==> src/rtl/logger_pkg.sv <==
// -----------------------------------------------------------------------------
// logger_pkg
// Shared constants and types for the logger frame packer.
//   SYNC_BYTE  first byte of every frame
//   FRAME_LEN  bytes per frame: 4, or 5 when LOGGER_CHK_EN is defined
//   LAST_IDX   byte index of the final byte in a frame
//   state_e    frame engine state encoding
//   frame_chk  checksum helper (LOGGER_CHK_EN builds only)
// Configuration macro: LOGGER_CHK_EN (appends CHK = SEQ ^ DATA[15:8] ^ DATA[7:0]).
// -----------------------------------------------------------------------------
package logger_pkg;

  localparam logic [7:0] SYNC_BYTE = 8'hA5;

`ifdef LOGGER_CHK_EN
  localparam int unsigned FRAME_LEN = 5;
`else
  localparam int unsigned FRAME_LEN = 4;
`endif

  localparam int unsigned      IDX_W    = 3;
  localparam logic [IDX_W-1:0] LAST_IDX = IDX_W'(FRAME_LEN - 1);

  typedef enum logic [2:0] {
    ST_IDLE    = 3'd0,
    ST_LOAD    = 3'd1,
    ST_WAIT_LO = 3'd2,
    ST_WAIT_HI = 3'd3,
    ST_NEXT    = 3'd4
  } state_e;

`ifdef LOGGER_CHK_EN
  // Checksum covers SEQ and both data bytes; the SYNC byte is deliberately left out.
  function automatic logic [7:0] frame_chk(input logic [7:0] seq, input logic [15:0] data);
    return seq ^ data[15:8] ^ data[7:0];
  endfunction
`endif

endpackage

==> src/rtl/logger_word_fifo.sv <==
// -----------------------------------------------------------------------------
// logger_word_fifo
// Synchronous first-word-fall-through FIFO for logger samples.
// A push while full is accepted only when a pop happens in the same clock
// (occupancy unchanged); otherwise it is ignored.
// Ports:
//   clk      clock
//   rst_i    asynchronous active-high reset (empties the FIFO)
//   push_i   write request, din_i written when accepted
//   pop_i    read request, ignored when empty
//   din_i    write data
//   dout_o   head word, valid whenever empty_o is low
//   full_o   occupancy == 2**AW
//   empty_o  occupancy == 0
//   count_o  current occupancy
// -----------------------------------------------------------------------------
module logger_word_fifo #(
  parameter int unsigned WIDTH = 16,
  parameter int unsigned AW    = 3
) (
  input  logic             clk,
  input  logic             rst_i,
  input  logic             push_i,
  input  logic             pop_i,
  input  logic [WIDTH-1:0] din_i,
  output logic [WIDTH-1:0] dout_o,
  output logic             full_o,
  output logic             empty_o,
  output logic [AW:0]      count_o
);

  localparam logic [AW:0]   DEPTH   = {1'b1, {AW{1'b0}}};
  localparam logic [AW:0]   CNT_ONE = {{AW{1'b0}}, 1'b1};
  localparam logic [AW-1:0] PTR_ONE = {{(AW-1){1'b0}}, 1'b1};

  logic [WIDTH-1:0] mem_q [0:(1<<AW)-1];
  logic [AW-1:0]    wr_ptr_q, wr_ptr_d;
  logic [AW-1:0]    rd_ptr_q, rd_ptr_d;
  logic [AW:0]      count_q, count_d;
  logic             wr_en_s, rd_en_s;

  assign full_o  = (count_q == DEPTH);
  assign empty_o = (count_q == {(AW+1){1'b0}});
  assign rd_en_s = pop_i & ~empty_o;
  // A pop in the same clock frees the slot being written, so full does not block.
  assign wr_en_s = push_i & (~full_o | rd_en_s);
  assign dout_o  = mem_q[rd_ptr_q];
  assign count_o = count_q;

  // Next-state for pointers and occupancy.
  always_comb begin
    wr_ptr_d = wr_ptr_q;
    rd_ptr_d = rd_ptr_q;
    count_d  = count_q;
    if (wr_en_s) begin
      wr_ptr_d = wr_ptr_q + PTR_ONE;
    end else begin
      wr_ptr_d = wr_ptr_q;
    end
    if (rd_en_s) begin
      rd_ptr_d = rd_ptr_q + PTR_ONE;
    end else begin
      rd_ptr_d = rd_ptr_q;
    end
    case ({wr_en_s, rd_en_s})
      2'b10:   count_d = count_q + CNT_ONE;
      2'b01:   count_d = count_q - CNT_ONE;
      default: count_d = count_q;
    endcase
  end

  // Storage array; contents need no reset because occupancy gates every read.
  always_ff @(posedge clk) begin
    if (wr_en_s) begin
      mem_q[wr_ptr_q] <= din_i;
    end
  end

  // Pointer and occupancy registers.
  always_ff @(posedge clk or posedge rst_i) begin
    if (rst_i) begin
      wr_ptr_q <= {AW{1'b0}};
      rd_ptr_q <= {AW{1'b0}};
      count_q  <= {(AW+1){1'b0}};
    end else begin
      wr_ptr_q <= wr_ptr_d;
      rd_ptr_q <= rd_ptr_d;
      count_q  <= count_d;
    end
  end

endmodule

==> src/rtl/logger_frame_packer.sv <==
// -----------------------------------------------------------------------------
// logger_frame_packer
// Buffers 16-bit logger samples and serialises each one into the byte frame
//   SYNC(A5), SEQ, DATA[15:8], DATA[7:0] [, CHK]
// handed to the UART transmitter one byte per din_rdy pulse. The engine then
// waits for the transmitter's end-of-byte low pulse on uart_ready, guarded by a
// per-byte watchdog of 2**TIMEOUT_W-1 clocks.
// Configuration macro: LOGGER_CHK_EN (adds the CHK byte, 5-byte frames).
// Ports:
//   clk          system clock
//   rst_din_rdy  asynchronous active-high reset; aborts any frame, empties FIFO
//   s_valid      sample valid        s_ready  FIFO not full
//   s_data       sample word
//   din_rdy      one-clock pulse, din_byte valid for the transmitter
//   din_byte     byte to transmit, held until the next din_rdy
//   uart_ready   transmitter status, low for one clock at end of each byte
//   busy         frame in progress or samples pending
//   ovf_err      sticky: sample offered while FIFO full
//   tmo_err      sticky: watchdog expired waiting for uart_ready low
// -----------------------------------------------------------------------------
module logger_frame_packer
  import logger_pkg::*;
#(
  parameter int unsigned FIFO_AW   = 3,
  parameter int unsigned TIMEOUT_W = 16
) (
  input  logic        clk,
  input  logic        rst_din_rdy,
  input  logic        s_valid,
  output logic        s_ready,
  input  logic [15:0] s_data,
  output logic        din_rdy,
  output logic [7:0]  din_byte,
  input  logic        uart_ready,
  output logic        busy,
  output logic        ovf_err,
  output logic        tmo_err
);

  localparam logic [TIMEOUT_W-1:0] WD_ONE  = {{(TIMEOUT_W-1){1'b0}}, 1'b1};
  localparam logic [IDX_W-1:0]     IDX_ONE = {{(IDX_W-1){1'b0}}, 1'b1};

  state_e               state_q;
  logic [15:0]          word_q;
  logic [IDX_W-1:0]     idx_q;
  logic [7:0]           seq_q;
  logic [TIMEOUT_W-1:0] wd_q;
  logic                 din_rdy_q;
  logic [7:0]           din_byte_q;
  logic                 ovf_q;
  logic                 tmo_q;

  logic [7:0]           tx_byte_d;
  logic [TIMEOUT_W-1:0] wd_inc_s;
  logic                 wd_expire_s;
  logic                 fifo_pop_s;
  logic                 fifo_full_s;
  logic                 fifo_empty_s;
  logic [15:0]          fifo_dout_s;
  logic [FIFO_AW:0]     fifo_count_s;

  logger_word_fifo #(
    .WIDTH (16),
    .AW    (FIFO_AW)
  ) u_fifo (
    .clk     (clk),
    .rst_i   (rst_din_rdy),
    .push_i  (s_valid),
    .pop_i   (fifo_pop_s),
    .din_i   (s_data),
    .dout_o  (fifo_dout_s),
    .full_o  (fifo_full_s),
    .empty_o (fifo_empty_s),
    .count_o (fifo_count_s)
  );

  assign fifo_pop_s  = (state_q == ST_IDLE) & ~fifo_empty_s;
  // Expire on the clock the counter reaches all-ones: WAIT_LO lasts 2**TIMEOUT_W-1 clocks.
  assign wd_inc_s    = wd_q + WD_ONE;
  assign wd_expire_s = &wd_inc_s;

  assign s_ready  = ~fifo_full_s;
  assign busy     = (state_q != ST_IDLE) | (fifo_count_s != {(FIFO_AW+1){1'b0}});
  assign din_rdy  = din_rdy_q;
  assign din_byte = din_byte_q;
  assign ovf_err  = ovf_q;
  assign tmo_err  = tmo_q;

  // Byte selected by the current frame index; SEQ is stable for the whole frame.
  always_comb begin
    tx_byte_d = 8'h00;
    case (idx_q)
      3'd0:    tx_byte_d = SYNC_BYTE;
      3'd1:    tx_byte_d = seq_q;
      3'd2:    tx_byte_d = word_q[15:8];
      3'd3:    tx_byte_d = word_q[7:0];
`ifdef LOGGER_CHK_EN
      3'd4:    tx_byte_d = frame_chk(seq_q, word_q);
`endif
      default: tx_byte_d = 8'h00;
    endcase
  end

  // Frame engine: state, frame register, index, SEQ, watchdog and transmitter handshake.
  always_ff @(posedge clk or posedge rst_din_rdy) begin
    if (rst_din_rdy) begin
      state_q    <= ST_IDLE;
      word_q     <= 16'h0000;
      idx_q      <= {IDX_W{1'b0}};
      seq_q      <= 8'h00;
      wd_q       <= {TIMEOUT_W{1'b0}};
      din_rdy_q  <= 1'b0;
      din_byte_q <= 8'h00;
      tmo_q      <= 1'b0;
    end else begin
      din_rdy_q <= 1'b0;
      case (state_q)
        ST_IDLE: begin
          if (!fifo_empty_s) begin
            word_q  <= fifo_dout_s;
            idx_q   <= {IDX_W{1'b0}};
            state_q <= ST_LOAD;
          end
        end
        ST_LOAD: begin
          din_byte_q <= tx_byte_d;
          din_rdy_q  <= 1'b1;
          wd_q       <= {TIMEOUT_W{1'b0}};
          state_q    <= ST_WAIT_LO;
        end
        ST_WAIT_LO: begin
          if (!uart_ready) begin
            state_q <= ST_WAIT_HI;
          end else if (wd_expire_s) begin
            tmo_q   <= 1'b1;
            state_q <= ST_NEXT;
          end else begin
            wd_q <= wd_inc_s;
          end
        end
        ST_WAIT_HI: begin
          if (uart_ready) begin
            state_q <= ST_NEXT;
          end
        end
        ST_NEXT: begin
          if (idx_q == LAST_IDX) begin
            seq_q   <= seq_q + 8'd1;
            state_q <= ST_IDLE;
          end else begin
            idx_q   <= idx_q + IDX_ONE;
            state_q <= ST_LOAD;
          end
        end
        default: state_q <= ST_IDLE;
      endcase
    end
  end

  // Sticky overflow: sample offered while full with no pop freeing a slot.
  always_ff @(posedge clk or posedge rst_din_rdy) begin
    if (rst_din_rdy) begin
      ovf_q <= 1'b0;
    end else if (s_valid & fifo_full_s & ~fifo_pop_s) begin
      ovf_q <= 1'b1;
    end
  end

endmodule
==> config.mk <==
export PLATFORM = sky130hd
export DESIGN_NAME = logger_frame_packer
export DESIGN_NICKNAME = d
export VERILOG_FILES = /design/src/rtl/logger_pkg.sv /design/src/rtl/logger_word_fifo.sv /design/src/rtl/logger_frame_packer.sv
export SDC_FILE = /design/constraint.sdc
export NUM_CORES = 1
export LEC_CHECK = 0
export CAP_MARGIN = 20
export CORE_MARGIN = 5
export CORE_UTILIZATION = 45
export DETAILED_ROUTE_END_ITERATION = 8
export HOLD_SLACK_MARGIN = 0.08
export PLACE_DENSITY_LB_ADDON = 0.25
export SKIP_LAST_GASP = 1
export SLEW_MARGIN = 20
export SYNTH_ARGS = -nofsm -noshare
export SYNTH_HDL_FRONTEND = slang
export SYNTH_SLANG_ARGS = --single-unit
==> constraint.sdc <==
create_clock -name clk -period 3.04 [get_ports clk]
set_clock_uncertainty 0.05 [all_clocks]
set_input_delay 0.456 -clock clk [delete_from_list [all_inputs] [get_ports clk]]
set_output_delay 0.456 -clock clk [all_outputs]
set_load 0.01 [all_outputs]
==> flow_summary.toml, run 1 <==
[outcome]
run_status = "complete, no violations"

[critical_path]
worst_path_dominant_cell_family = "compound AO/OA/AOI/OAI gates"
cpPeakStageDelay_ns = 0.47
cells_traversed_along_the_worst_timing_path = "ha_1, buf_4, a21o_1, a31oi_1, o21ai_0, a2111oi_4, a31oi_2, buf_4, and3_1, a211o_1"
critical_path.n_buffers_inverters = 2
rr_endpoint = "wd_q[9]"
crit_top_cell = "sky130_fd_sc_hd__buf_4"
worstSetupStartpoint = "wd_q[1]"
critical_path.max_fanout = 22
critical_path.startpoint_type = "flip-flop"
critPathCapture = "wd_q[9]"
worst_path_cell_with_the_longest_stage_delay = "sky130_fd_sc_hd__dfrtp_2"
required_ns = 3.30
register_to_register_setup_slack_ns = 0.20
crit_cells = 10
r2r.worst_path.cells = 10
crit_arrival_ns = 3.10
regToRegStartpoint = "wd_q[1]"
timing.critical_path.to_type = "flip-flop"
timing_worst_setup_path_type = "flip-flop to flip-flop"

[synthesis]
synthCells = 549
postSynth.asyncResetShare_pct = 34.4
yosys_most_used_dff = "sky130_fd_sc_hd__edfxtp_1"
synthMostInstantiatedCell = "sky130_fd_sc_hd__edfxtp_1"
ys_ff_latch = 195
yosys-top-cells-count = "sky130_fd_sc_hd__edfxtp_1 (128), sky130_fd_sc_hd__dfrtp_1 (67), sky130_fd_sc_hd__nand2_1 (57)"
yosys_warnings = 0
yosys.cell_types.count = 57
synth_edf_count = 128
postSynthNetCount = 583
synthesis.area_per_instance_sq_um = 15.1
syn_area_sq_mm = 0.00828
synth.top_cells.by_area = "sky130_fd_sc_hd__edfxtp_1 (46%), sky130_fd_sc_hd__dfrtp_1 (20%), sky130_fd_sc_hd__mux4_2 (8.7%)"
synth_top_area_cell = "sky130_fd_sc_hd__edfxtp_1"
synthDominantCellAreaShare_pct = 46.4
ys_seq_area_share_pct = 66.7

[layout]
multiInputGateArea_sq_mm = 0.00259
post_layout_nonfiller_instances = 831
fillCellCount = 1458
synthToLayoutAreaGrowth_pct = 14.9
finalNetCount = 623
post_route_cells_drive_above_1_share_pct = 16.8
insertedDiodeCount = 0
area.sequential_sq_mm = 0.00552

[floorplanning]
die-area_sq_mm = 0.0212
core-area_sq_mm = 0.0180
die_width_um = 146
row_count = 49
initial_core_util_pct = 45.9
boundaryPins = 33
die-height_um = 146

[timing]
fin_crit_ns = 2.84
drv_slew = 0
totalNegativeSetupSlack_ns = 0
maxClockFrequency_mhz = 352
timing_hold_violations_final = 0
setup_violations = 0
final_min_period_over_clock_period_pct = 93.4
post-route-worst-setup-slack_ns = 0.202
rsz0062_at_grt = "false"
max_slew.worst_pin.slew_ns = 0.942
maxSlewHeadroom_pct = 37.2

[clock_tree]
clock_buffer_count_from_cts = 17
cts.sinks = 195
clk_path_buf_depth = 2
clkSlewWorstSetupHoldPaths_ns = 0.07
post-cts-setup-buffer-count = 0
insertion_delay_ns = 0.43
tritoncts = "done"
clk_root_buffer_cell = "sky130_fd_sc_hd__clkbuf_16"
h-tree-depth = 4

[drt]
drtAntennaViolNets = 0
route.detailed.drc = 0
violation_count_after_the_first_detailed_routing_iteration = 308
drt-total-wl_um = 15800
post_drt_via_cell_ratio = 5.61
dr.pass1.iters = 4
vias = 4663
post_drt_wl_per_cell_um = 19.0

[power]
vdd_ir_drop_max_v = 0.000456
power_density_mw_per_mm2 = 868
power_leakage_nw = 3.59

[place]
port_buffers = 32
detailed_place_hpwl_um = 9980
pre_cts_slack_ns = -0.0335
post-place-cells = 799
finalWeightedCongestion = 0.873

[global_routing]
grt_start_max_net_pins = 68
via_count_of_the_first_global_routing_pass = 4894
grt_antenna_before_repair = 1
grtUsageTotal_pct = 15.6
grt-ovfl-total = 0
grt_pass1_wl_um = 26100

[flow_run]
max_cap_violations = 0

[worst_hold_path]
worstHoldPathType = "input port to async pin"
routing by layer:
layer  global-route usage [%]  part of all wire (%)
met1                     20.3                    44
met2                     26.2                    50
met3                     4.58                   4.5
met4                     3.92                  0.87
met5                        0                 0.044
worst register-to-register path, cell delays in order (launching register included):
cell and delay (ns):
sky130_fd_sc_hd__dfrtp_2 0.47, sky130_fd_sc_hd__ha_1 0.24, sky130_fd_sc_hd__buf_4 0.17, sky130_fd_sc_hd__a21o_1 0.19
sky130_fd_sc_hd__a31oi_1 0.15, sky130_fd_sc_hd__o21ai_0 0.14, sky130_fd_sc_hd__a2111oi_4 0.44, sky130_fd_sc_hd__a31oi_2 0.15
sky130_fd_sc_hd__buf_4 0.23, sky130_fd_sc_hd__and3_1 0.21, sky130_fd_sc_hd__a211o_1 0.27
cells in the final DEF (no fill, tap or decap), drive strengths merged, types with 10 or more instances in the layout:
cell / instances
edfxtp: 128
dfrtp: 67
nand2: 57
o21ai: 33
mux4: 32
clkdlybuf4s50: 32
inv: 21
mux2i: 19
clkbuf: 18
buf: 18
nor2: 16
nor3: 15
and3: 13
ha: 13
nand3: 11
a211o: 10
xnor2: 10
where the power goes:
| group | switching, mW | total, mW | internal, mW |
|---|---|---|---|
| combinational | 1.30 | 2.41 | 1.11 |
| clock | 1.05 | 2.14 | 1.09 |
| sequential | 0.336 | 3.72 | 3.38 |
| total | 2.68 | 8.26 | 5.58 |
logic make-up (layout without fill, tap and decap cells):
logic type | Yosys count | after routing | share of synthesized area (%)
XOR/XNOR | 15 | 15 | 1.59
AND/OR/NAND/NOR | 150 | 150 | 9.34
AO/OA/AOI/OAI | 78 | 78 | 6.74
adder cells (fa/ha/maj) | 14 | 14 | 2.21
buffers and inverters | 44 | 97 | 2.19
flip-flops | 195 | 195 | 66.7
multiplexers | 53 | 53 | 11.3
flip-flops by register name, indices dropped and copies added, names as in the netlist, 3 cells and up:
| register | cells |
|---|---|
| u_fifo.mem_q | 128 |
| word_q | 16 |
| seq_q | 8 |
| u_fifo.wr_ptr_q | 3 |
| din_byte | 8 |
| u_fifo.count_o | 4 |
| u_fifo.rd_ptr_q | 3 |
| wd_q | 16 |
| state_q | 3 |
| idx_q | 3 |
timing repair:
item,4_1_cts,5_1_grt
pin swaps,0,0
hold buffers,0,0
endpoints found under the setup margin,12,12
gates resized for setup,1,1
area by class of cell:
| class | count | share of cell area [%] |
|---|---|---|
| clock buffers | 18 | 4.51 |
| clock inverters | 14 | 1.53 |
| inverters | 15 | 0.592 |
| multi-input cells | 310 | 27.2 |
| flip-flops and latches | 195 | 58.1 |
| well taps | 229 | 3.01 |
| repair buffers | 50 | 5.05 |
how the worst min path moves through the flow:
stage	from	endpoint	slack (ns)	depth (start not counted)
3_3_place_gp	ovf_err	ovf_err	0.39	1
4_1_cts	rst_din_rdy	word_q[13]	0.38	3
6_report	rst_din_rdy	din_byte[3]	0.38	3
5_1_grt	rst_din_rdy	din_byte[3]	0.42	3
3_5_place_dp	seq_q[7]	seq_q[7]	0.42	1
2_1_floorplan	seq_q[7]	seq_q[7]	0.40	1
per-stage QoR:
stage | hold slack, ns | power, mW | instance area (sq um) | utilization, %
floorplan | 0.396 | 5.37 | 8280 | -
global placement | 0.389 | 6.12 | 8930 | 49.6
detailed placement | 0.417 | 6.22 | 8930 | 49.6
CTS | 0.385 | 8.37 | 9510 | 52.8
global route | 0.421 | 8.77 | 9510 | 52.8
finish | 0.377 | 8.26 | 9510 | 52.8
Note: power is estimated with default switching activity, not from simulation.
==> run 2, diff against run 1 <==
- ABC_CLOCK_PERIOD_IN_PS: unset -> 3040
==> results of run 2 <==
Final layout, timing and power as in run 1 (identical DEF).
==> run 3, diff against run 2 <==
- ABC_CLOCK_PERIOD_IN_PS: 3040 -> 3400
- clock period: 3.04 -> 3.4 ns (I/O delays scaled with it)
==> flow_summary.toml, run 3 (synthesis gave the netlist of run 1 again) <==
[worst_hold_path]
worstHoldEndpoint = "ovf_err"
worstHoldPathCells = 1
worstHoldPathType = "flip-flop to flip-flop"
holdCritStartpoint = "ovf_err"

[floorplanning]
die_width_um = 146
row_count = 49
die-height_um = 146
die-area_sq_mm = 0.0212
boundaryPins = 33
core-area_sq_mm = 0.0180
initial_core_util_pct = 45.9

[timing]
rsz0062_at_grt = "false"
drv_slew = 0
fin_crit_ns = 3.06
final_min_period_over_clock_period_pct = 90.1
timing_hold_violations_final = 0
maxSlewHeadroom_pct = 51.2
totalNegativeSetupSlack_ns = 0
maxClockFrequency_mhz = 326
setup_violations = 0
hold-worst-slack_ns = 0.417
post-route-worst-setup-slack_ns = 0.335
max_slew.worst_pin.slew_ns = 0.731

[place]
pre_cts_slack_ns = 0.377
finalWeightedCongestion = 0.835
detailed_place_hpwl_um = 9950
port_buffers = 32

[clock_tree]
clkSlewWorstSetupHoldPaths_ns = 0.07
h-tree-depth = 4
clock_buffer_count_from_cts = 17
clk_path_buf_depth = 2
insertion_delay_ns = 0.43
clk_root_buffer_cell = "sky130_fd_sc_hd__clkbuf_16"
cts_hold_buffers = 0
cts.sinks = 195
tritoncts = "done"
post_cts_gate_resize_count = 0
post-cts-setup-buffer-count = 0

[global_routing]
grt_start_max_net_pins = 38
via_count_of_the_first_global_routing_pass = 4738
grt-ovfl-total = 0
grtUsageTotal_pct = 15.6
grt_pass1_wl_um = 26000
grt_antenna_before_repair = 0

[power]
fin_total_pwr_mw = 7.41
power_density_mw_per_mm2 = 779
vdd_ir_drop_max_v = 0.000554
power_leakage_nw = 3.60

[critical_path]
regToRegStartpoint = "wd_q[0]"
timing.critical_path.to_type = "flip-flop"
rr_endpoint = "wd_q[15]"
crit_arrival_ns = 3.38
timing_worst_setup_path_type = "flip-flop to flip-flop"
required_ns = 3.71
r2r.worst_path.cells = 9
register_to_register_setup_slack_ns = 0.34
critical_path.startpoint_type = "flip-flop"
critical_path.max_fanout = 10

[drt]
vias = 4707
post_drt_via_cell_ratio = 5.67
violation_count_after_the_first_detailed_routing_iteration = 350
drt-total-wl_um = 15800
route.detailed.drc = 0
drtAntennaViolNets = 0
dr.pass1.iters = 5
post_drt_wl_per_cell_um = 19.1

[layout]
final_common_cell = "sky130_fd_sc_hd__edfxtp_1"
post_route_cells_drive_above_1_share_pct = 16.3
insertedDiodeCount = 0
largest-register = "u_fifo.mem_q"
reg_top3 = "u_fifo.mem_q: 128 flops, wd_q: 16 flops, word_q: 16 flops"
synthToLayoutAreaGrowth_pct = 14.8
largest_register_ffs = 128
finalNetCount = 622
fillCellCount = 1475
final_util_pct = 52.7
most-common-layout-cells = "sky130_fd_sc_hd__edfxtp_1 (128), sky130_fd_sc_hd__dfrtp_1 (66), sky130_fd_sc_hd__nand2_1 (57)"

[flow_run]
max_cap_violations = 0

[outcome]
run_status = "complete, no violations"
run 3: cell count changes in the layout (fill, tap and decap cells not counted):
cell                         previous run  this run
sky130_fd_sc_hd__inv_6                  3         4
sky130_fd_sc_hd__clkinv_1               0         1
sky130_fd_sc_hd__dfrtp_2                2         1
sky130_fd_sc_hd__clkinvlp_4             3         1
sky130_fd_sc_hd__dfrtp_1               65        66
sky130_fd_sc_hd__clkinv_4               1         0
sky130_fd_sc_hd__inv_8                  3         5
sky130_fd_sc_hd__nor2_1                15        16
sky130_fd_sc_hd__buf_4                 16        15
sky130_fd_sc_hd__nor2_2                 1         0
sky130_fd_sc_hd__clkbuf_1               1         0
run 3: stage by stage:
| stage | cell area, sq um | instances |
|---|---|---|
| after floorplan | 8280 | 549 |
| after global placement | 8930 | 798 |
| after detailed placement | 8930 | 798 |
| after CTS | 9510 | 830 |
| after global routing | 9510 | 830 |
| final | 9510 | 830 |
run 3: where the power goes:
part	leakage [nW]	total (mW)	switching [mW]	internal, mW
Sequential	2.03	3.31	0.289	3.02
Clock	0.284	1.95	0.963	0.986
Combinational	1.29	2.15	1.16	0.989
run 3: per-layer routing:
layer	routed length [um]	vias to the layer above	track usage (%)	part of all wire, %
met3	737	15	2.87	4.7
met2	7700	127	24.7	49
met4	216	0	5.46	1.4
met1	7170	2385	21.8	45
met5	0	-	0	0
li1	-	2180	-	-
run 3: worst max-delay path: stages (launching register included):
cell                        delay, ns
sky130_fd_sc_hd__dfrtp_1         0.50
sky130_fd_sc_hd__ha_1            0.39
sky130_fd_sc_hd__a21bo_2         0.30
sky130_fd_sc_hd__nor4b_2         0.20
sky130_fd_sc_hd__o21ai_0         0.17
sky130_fd_sc_hd__a2111oi_4       0.42
sky130_fd_sc_hd__a31oi_2         0.15
sky130_fd_sc_hd__nor2_1          0.42
sky130_fd_sc_hd__buf_4           0.25
sky130_fd_sc_hd__a22o_1          0.14
run 3: layout make-up:
class                      instances  area, sq um  area share (%)
clock inverter                    15          156            1.64
clock buffer                      17          425            4.47
inverter                          15         56.3           0.592
timing repair buffer              49          473            4.97
multi-input combinational        310         2590            27.2
sequential                       195         5520            58.1
tap                              229          287            3.01
run 3: worst max path at each step:
stage,start,end,slack (ns)
finish,wd_q[0],wd_q[15],0.34
global placement,wd_q[0],wd_q[15],0.45
floorplan,state_q[2],u_fifo.mem_q[0][0],0.60
global route,wd_q[1],wd_q[15],0.09
CTS,wd_q[0],wd_q[15],0.36
detailed placement,wd_q[0],wd_q[15],0.38
